`src/rtl/note_sequencer.sv`:
```
// Melody playback: walks a 32-beat ROM at a fixed tempo and emits tone dividers for the speaker.
// Define NOTE_SEQ_LOOP_EN to loop the song forever instead of stopping and pulsing done.
module note_sequencer #(
   parameter int unsigned BEAT_CYCLES = 25_000_000,
   parameter int unsigned GAP_CYCLES  = 2_500_000
) (
   input  logic        clk,
   input  logic        rst,
   input  logic        play,
   input  logic        pause,
   input  logic        stop,
   output logic [21:0] note_div,
   output logic [4:0]  beat_idx,
   output logic        playing,
   output logic        done
);

   typedef enum logic [1:0] {IDLE, PLAY, PAUSE} state_t;

   localparam logic [25:0] BEAT_LAST = 26'(BEAT_CYCLES - 1);
   localparam logic [25:0] TONE_END  = 26'(BEAT_CYCLES - GAP_CYCLES);

   state_t      st, st_nxt;
   logic [4:0]  idx_nxt;
   logic [25:0] beat_cnt, cnt_nxt;
   logic        done_nxt;

   // Melody ROM; the upper 16 beats repeat the lower 16, so only 4 index bits matter.
   function automatic logic [3:0] rom_code(input logic [3:0] i);
      case (i)
         4'd0, 4'd1, 4'd14:         rom_code = 4'd1;
         4'd2, 4'd3, 4'd6:          rom_code = 4'd5;
         4'd4, 4'd5:                rom_code = 4'd6;
         4'd8, 4'd9:                rom_code = 4'd4;
         4'd10, 4'd11:              rom_code = 4'd3;
         4'd12, 4'd13:              rom_code = 4'd2;
         default:                   rom_code = 4'd0;
      endcase
   endfunction

   function automatic logic [21:0] div_of(input logic [3:0] code);
      case (code)
         4'd1:    div_of = 22'd381679;
         4'd2:    div_of = 22'd340136;
         4'd3:    div_of = 22'd303030;
         4'd4:    div_of = 22'd286532;
         4'd5:    div_of = 22'd255102;
         4'd6:    div_of = 22'd227272;
         4'd7:    div_of = 22'd202429;
         4'd8:    div_of = 22'd190839;
         4'd9:    div_of = 22'd170068;
         4'd10:   div_of = 22'd151515;
         4'd11:   div_of = 22'd143266;
         4'd12:   div_of = 22'd127551;
         4'd13:   div_of = 22'd113636;
         4'd14:   div_of = 22'd101214;
         4'd15:   div_of = 22'd95419;
         default: div_of = '0;
      endcase
   endfunction

   always_ff @(posedge clk or negedge rst) begin
      if (!rst) begin
         st       <= IDLE;
         beat_idx <= '0;
         beat_cnt <= '0;
         done     <= 1'b0;
      end else begin
         st       <= st_nxt;
         beat_idx <= idx_nxt;
         beat_cnt <= cnt_nxt;
         done     <= done_nxt;
      end
   end

   always_comb begin
      st_nxt   = st;
      idx_nxt  = beat_idx;
      cnt_nxt  = beat_cnt;
      done_nxt = 1'b0;
      if (stop) begin
         st_nxt  = IDLE;
         idx_nxt = '0;
         cnt_nxt = '0;
      end else begin
         case (st)
            IDLE: begin
               if (play) begin
                  st_nxt  = PLAY;
                  idx_nxt = '0;
                  cnt_nxt = '0;
               end
            end
            PLAY: begin
               if (pause) begin
                  st_nxt = PAUSE;
               end else if (beat_cnt == BEAT_LAST) begin
                  cnt_nxt = '0;
                  idx_nxt = beat_idx + 5'd1;
                  if (beat_idx == 5'd31) begin
`ifdef NOTE_SEQ_LOOP_EN
                     idx_nxt = '0;
`else
                     st_nxt   = IDLE;
                     idx_nxt  = '0;
                     done_nxt = 1'b1;
`endif
                  end
               end else begin
                  cnt_nxt = beat_cnt + 26'd1;
               end
            end
            PAUSE: begin
               if (play) st_nxt = PLAY;
            end
            default: st_nxt = IDLE;
         endcase
      end
   end

   always_comb begin
      playing  = (st == PLAY);
      note_div = '0;
      if (st == PLAY && beat_cnt < TONE_END) note_div = div_of(rom_code(beat_idx[3:0]));
   end

endmodule

```
`config.mk`:
```
export PLATFORM = sky130hd
export DESIGN_NAME = note_sequencer
export DESIGN_NICKNAME = d
export VERILOG_FILES = /design/src/rtl/note_sequencer.sv
export SDC_FILE = /design/constraint.sdc
export NUM_CORES = 1
export LEC_CHECK = 0
export CAP_MARGIN = 20
export CORE_MARGIN = 3
export CORE_UTILIZATION = 27
export CTS_CLUSTER_DIAMETER = 30
export DETAILED_ROUTE_END_ITERATION = 10
export GPL_TIMING_DRIVEN = 0
export PLACE_DENSITY = 0.49
export SYNTH_ARGS = -nofsm -noshare
export SYNTH_HDL_FRONTEND = slang
export SYNTH_SLANG_ARGS = --single-unit
```
`constraint.sdc`:
```
create_clock -name clk -period 3.4 [get_ports clk]
set_input_delay 1.02 -clock clk [delete_from_list [all_inputs] [get_ports clk]]
set_output_delay 1.02 -clock clk [all_outputs]
set_load 0.01 [all_outputs]
```
; ---- Yosys cells after proc, flatten, opt, wreduce, memory -nomap -nowiden
; Memory sizes are Yosys's and may differ from the RTL's.
; Cells that the tools add are included.
[totals]
reg_bits = 34
rom_bits = 352
inputBits = 5
out_inout_bits = 29
elab_cells = 50
n_memories = 2
[memory_table]
columns = memory, depth, word_bits, read_ports, rd_clocked_by_memory_dff, write_ports, line_no
row1 = (name not given), 16, 19, 1, 0, 0, 42  ; case (code)
row2 = (name not given), 16, 3, 1, 0, 0, 30  ; case (i)
[op_classes]
addsub = 2
magnitude_cmp = 1
n_eq_ne = 10
mux = 24
reduce_logical = 7
[ops]
columns = op, n
row1 = 2-to-1 mux 26 bit, 4
row2 = case mux 26 bit (2 select lines), 1
row3 = adder 26 x 1 -> 26 bit (second input constant), 1
row4 = == test 26 x 25 -> 1 bit (second input constant), 1
row5 = less-than comparator 26 x 25 -> 1 bit (second input constant), 1
row6 = 2-to-1 mux 5 bit, 5
row7 = 2-to-1 mux 22 bit, 1
row8 = 2-to-1 mux 2 bit, 5
row9 = case mux 5 bit (2 select lines), 1
row10 = != test 4 x 3 -> 1 bit (second input constant), 2
row11 = != test 3 bit (second input constant), 2
row12 = AND reduction 3 bit, 2
row13 = adder 5 x 1 -> 5 bit (second input constant), 1
row14 = == test 5 bit (second input constant), 1
row15 = 2-to-1 mux 1 bit, 5
row16 = 2-to-1 mux 4 bit, 1
row17 = case mux 2 bit (2 select lines), 1
row18 = AND reduction 4 bit, 1
row19 = != test 3 x 1 -> 1 bit (second input constant), 1
row20 = != test 3 x 2 -> 1 bit (second input constant), 1
row21 = nonzero test 3 bit, 1
row22 = == test 2 x 1 -> 1 bit (second input constant), 1
row23 = == test 2 bit (second input constant), 1
row24 = zero test 2 bit, 1
row25 = 2 further kinds, 2

; ---- Logic depth before layout (Yosys ltp)
; Gate-level depths: netlist of the first run.
[depth]
depth_word = 6
depth_mapped = 9
ltp_nobuf = 7

; ---- Worst setup path after synthesis of the first run
; No wires, ideal clock.
[synth_path]
path_type = reg2out
start = register beat_idx[2]
end = output note_div[16]
t_arrival_ps = 2290
required_time_ps = 2380
slack_ps = 90
path_stages_with_launch = 8
path_buffers = 1
cell_sequence = dfrtp_1 inv_1 ha_1 mux2i_1 ha_1 and2_1 a211oi_1 buf_4
[synth_between]
elab_chain_len = 4
[synth_lines]
columns = item, line_no
row1 = from (decl), 13  ; output logic [4:0] beat_idx,
row2 = from (signal assigned), 70  ; beat_idx <= idx_nxt;
row3 = memory (16 x 3 bit), -
row4 = 2-to-1 mux 4 bit, 124  ; if (st == PLAY && beat_cnt < TONE_END) note_div = div_of(rom_code(beat_idx[3:0]));
row5 = memory (16 x 19 bit), -
row6 = 2-to-1 mux 22 bit, 124
row7 = to (decl), 12  ; output logic [21:0] note_div,
; Every way passes these cells. The select of a mux whose other input is x is not followed.

; ---- Worst setup path in the final report of the first run
[layout_path]
start = register beat_cnt[5]
end = output note_div[15]
[layout_between]
elab_chain_len = 3
[layout_lines]
columns = item, line_no
row1 = from (decl), 25  ; logic [25:0] beat_cnt, cnt_nxt;
row2 = from (signal assigned), 71  ; beat_cnt <= cnt_nxt;
row3 = less-than comparator 26 x 25 -> 1 bit, 124
row4 = logical AND 1 bit, 124
row5 = 2-to-1 mux 22 bit, 124
; Every way passes these cells.

==> impl_metrics.env, run 1 <==
export IMPL_status="complete, no violations"
export IMPL_die_height_um=102
export IMPL_synth_ff_latch_count=34
export IMPL_first_global_vias=2209
export IMPL_worstSkewPairLatency_ns=0.29
export IMPL_post_drt_wl_per_cell_um=15.0
export IMPL_post_route_util=0.351
export IMPL_place_congestion=0.813
export IMPL_vias=2299
export IMPL_cpPeakStageDelay_ns=0.43
export IMPL_hold_end="beat_cnt[1]"
export IMPL_final_hold_viol_count=0
export IMPL_drv_slew=0
export IMPL_syn_inst=295
export IMPL_crit_required_ns=2.38
export IMPL_crit_buf_inv=3
export IMPL_synth_common_cells="34 x dfrtp_1, 31 x nand2_1, 30 x nor2_1, 21 x a21oi_1"
export IMPL_crit_path_end_kind="primary output"
export IMPL_fin_nets=355
export IMPL_synth_most_common_cell="dfrtp_1"
export IMPL_coreArea_sq_um=8810
export IMPL_place_ws_ns=-0.557
export IMPL_gr_total_overflow=0
export IMPL_cts_sinks=34
export IMPL_min_from="beat_cnt[1]"
export IMPL_maxSlewHeadroom=0.460
export IMPL_syn_to_final_growth_pct=25.3
export IMPL_synth_area_leaders="dfrtp_1 34%, ha_1 7.1%, nand2_1 4.7%, nor2_1 4.6%, a21oi_1 4.3%"
export IMPL_rr_startpoint="beat_cnt[0]"
export IMPL_drc=0
export IMPL_switching_share=0.268
export IMPL_regArea_sq_um=862
export IMPL_timing_rr_end="beat_cnt[12]"
export IMPL_ir_drop_mv=0.133
export IMPL_clock_skew_ns=0.0106
export IMPL_grt_pass1_wl_um=11100
export IMPL_fin_area_sq_um=3090
export IMPL_r2r_cells=6
export IMPL_n_antenna_cell=0
export IMPL_synth_area_sq_um=2470
export IMPL_cts_made_buffers=5
export IMPL_grt_usage=0.132
export IMPL_max_freq_mhz=302
export IMPL_synth_async_reset_ratio=1.00
export IMPL_power_density_nw_per_um2=270
export IMPL_portBuffers=30
export IMPL_drtPass1Iterations=4
export IMPL_leakage_nw=1.28
export IMPL_htreeDepth=2
export IMPL_dp_hpwl_um=4760
export IMPL_clockBufferDepth=2
export IMPL_num_rows=34
export IMPL_rsz0062_at_grt="true"
export IMPL_synth_edff_count=0
export IMPL_clk_pin_slew_ns=0.08
export IMPL_drv_cap=0
export IMPL_synth_area_per_cell_sq_um=8.37
export IMPL_synth_area_leader_cell="dfrtp_1"
export IMPL_critical_path_class="flop to primary output"
export IMPL_dieArea_sq_um=10300
export IMPL_drtIter0Drc=64
export IMPL_p_int_w=0.000610
export IMPL_routed_wl_um=6670
export IMPL_cp_max_fo=10
export IMPL_multiInputGateArea_sq_um=1540
export IMPL_fill_cells=936
export IMPL_p_clk_frac=0.384
export IMPL_ant_nets=0
export IMPL_min_path_type="flop to flop"
export IMPL_cts_tree="built"
export IMPL_layout_drive_gt1_share=0.172
export IMPL_path_cells="o21a_1 -> o211ai_1 -> a2111oi_1 -> or3_4 -> clkbuf_8 -> a21oi_2 -> buf_4 -> dlygate4sd2_1"
export IMPL_placed_cell_area_sq_um=2910
export IMPL_p_sw_w=0.000223
export IMPL_pin_count=34
export IMPL_yosysWarningCount=0
export IMPL_hold_depth=2
export IMPL_ctsHoldBuffers=0
export IMPL_holdWs_ns=0.548
export IMPL_rrSetupSlack_ns=1.06
export IMPL_pwr_share_comb=0.126
export IMPL_crit_arrival_ns=2.29
export IMPL_setup_viol=0
export IMPL_start_kind="flop"
export IMPL_avgViaCountPerCell=5.17
export IMPL_path_delay_family="compound AO/OA/AOI/OAI gates"
export IMPL_finalCritPeriodShare=0.974
export IMPL_ys_types=56
export IMPL_cts_root_buf="clkbuf_8"
export IMPL_antenna_found_initial=0
export IMPL_synth_top_area_frac=0.345
export IMPL_cpMaxStageDelayCell="dfrtp_2"
export IMPL_ys_flop_type="dfrtp_1"
export IMPL_total_power_w=0.000834
export IMPL_seq_area_frac_synth=0.345
export IMPL_start_util=0.280
export IMPL_tightestPinTransition_ns=0.810
export IMPL_pwr_share_seq=0.490
export IMPL_die_w_um=102
export IMPL_period_needed_ns=3.31
export IMPL_fin_ws_ns=0.0887
export IMPL_grt_max_degree=35
## cell families (layout without fill, tap and decap cells)
| family | after synthesis | after routing | synth area share |
|---|---|---|---|
| simple gates | 135 | 135 | 0.298 |
| other cells | 1 | 3 | 0.00152 |
| mux | 1 | 1 | 0.00405 |
| fa+ha+maj | 14 | 14 | 0.0710 |
| xor+xnor | 7 | 7 | 0.0248 |
| buf+inv | 31 | 71 | 0.0628 |
| compound gates | 72 | 72 | 0.193 |
| flops | 34 | 34 | 0.345 |
## power by group through the flow
stage	combinational [W]	sequential, W	clock (W)
2_1_floorplan	0.0000544	0.000416	0
3_3_place_gp	0.000110	0.000416	0
3_5_place_dp	0.000109	0.000416	0
4_1_cts	0.000107	0.000408	0.000333
5_1_grt	0.000116	0.000409	0.000352
6_report	0.000105	0.000408	0.000320
## per-stage QoR
stage | std cells | TNS, ns
after floorplan | 297 | 0
after CTS | 446 | 0
after detailed placement | 435 | -6.29
after global routing | 445 | -0.0865
final | 445 | 0
after global placement | 435 | -7.05
## worst reg2reg max path, delay by kind of cell (launching register included)
family | cells | cell delay [ns]
flip-flops | 1 | 0.41
AO/OA/AOI/OAI | 2 | 0.55
adder cells (fa/ha/maj) | 1 | 0.24
AND/OR/NAND/NOR | 3 | 1.07
## state kept, by name (all words and copies together), names as in the netlist
name	flops
beat_idx	5
beat_cnt	26
done	1
st	2
## layout make-up
cell class / instances / share of cell area
buffer: 13 / 0.0316
clock buffer: 7 / 0.0279
clock inverter: 1 / 0.00162
inverter: 12 / 0.0146
multi-input combinational: 232 / 0.496
sequential: 34 / 0.279
tap: 108 / 0.0437
timing repair buffer: 38 / 0.106
## worst max-delay path by stage
| stage | startpoint | to | slack, ns | cells past startpoint |
|---|---|---|---|---|
| floorplan | beat_idx[2] | note_div[16] | 0.09 | 7 |
| global placement | beat_idx[2] | note_div[16] | -0.54 | 8 |
| detailed placement | beat_idx[2] | note_div[16] | -0.56 | 8 |
| CTS | beat_cnt[12] | note_div[14] | 0.02 | 9 |
| global route | beat_cnt[5] | note_div[15] | -0.05 | 8 |
| finish | beat_cnt[5] | note_div[15] | 0.09 | 8 |
## cells in the final DEF (no fill, tap or decap), types with 5 or more instances in the layout
cell	Yosys	layout
nand3_1	14	14
o211ai_1	6	6
buf_4	6	14
o21ai_0	14	14
and3_1	5	5
nor3_1	5	5
clkdlybuf4s50_1	0	10
ha_1	14	14
nand4_1	5	5
xor2_1	6	6
dlygate4sd2_1	0	16
a21oi_1	21	19
inv_1	12	12
nand2b_1	9	8
dfrtp_1	34	25
or3_1	6	5
o311ai_0	5	5
nor2_1	30	29
clkbuf_8	0	7
dfrtp_2	0	9
nand2_1	31	31
## metal layers
layer	share of wire	up-vias	wire length (um)	track usage
met1	0.47	1110	3140	0.177
li1	-	1136	-	-
met4	0.0029	0	19	0.0225
met2	0.48	51	3190	0.225
met5	0	-	0	0
met3	0.046	2	309	0.0241
## repair_timing
action	CTS	global route
gates resized for setup	42	8
pin swaps	1	0
buffers inserted	8	0
setup endpoints to repair	19	11
Note: power is estimated with default switching activity, not from simulation.
==> inputs of run 2 (changes only) <==
--- a/config.mk
+++ b/config.mk
@@ -8,7 +8,7 @@
 export CAP_MARGIN = 20
 export CORE_MARGIN = 3
 export CORE_UTILIZATION = 27
-export CTS_CLUSTER_DIAMETER = 30
+export CTS_CLUSTER_DIAMETER = 40
 export DETAILED_ROUTE_END_ITERATION = 10
 export GPL_TIMING_DRIVEN = 0
 export PLACE_DENSITY = 0.49
==> results of run 2 <==
The final DEF is identical to that of run 1; final timing and power are the same.
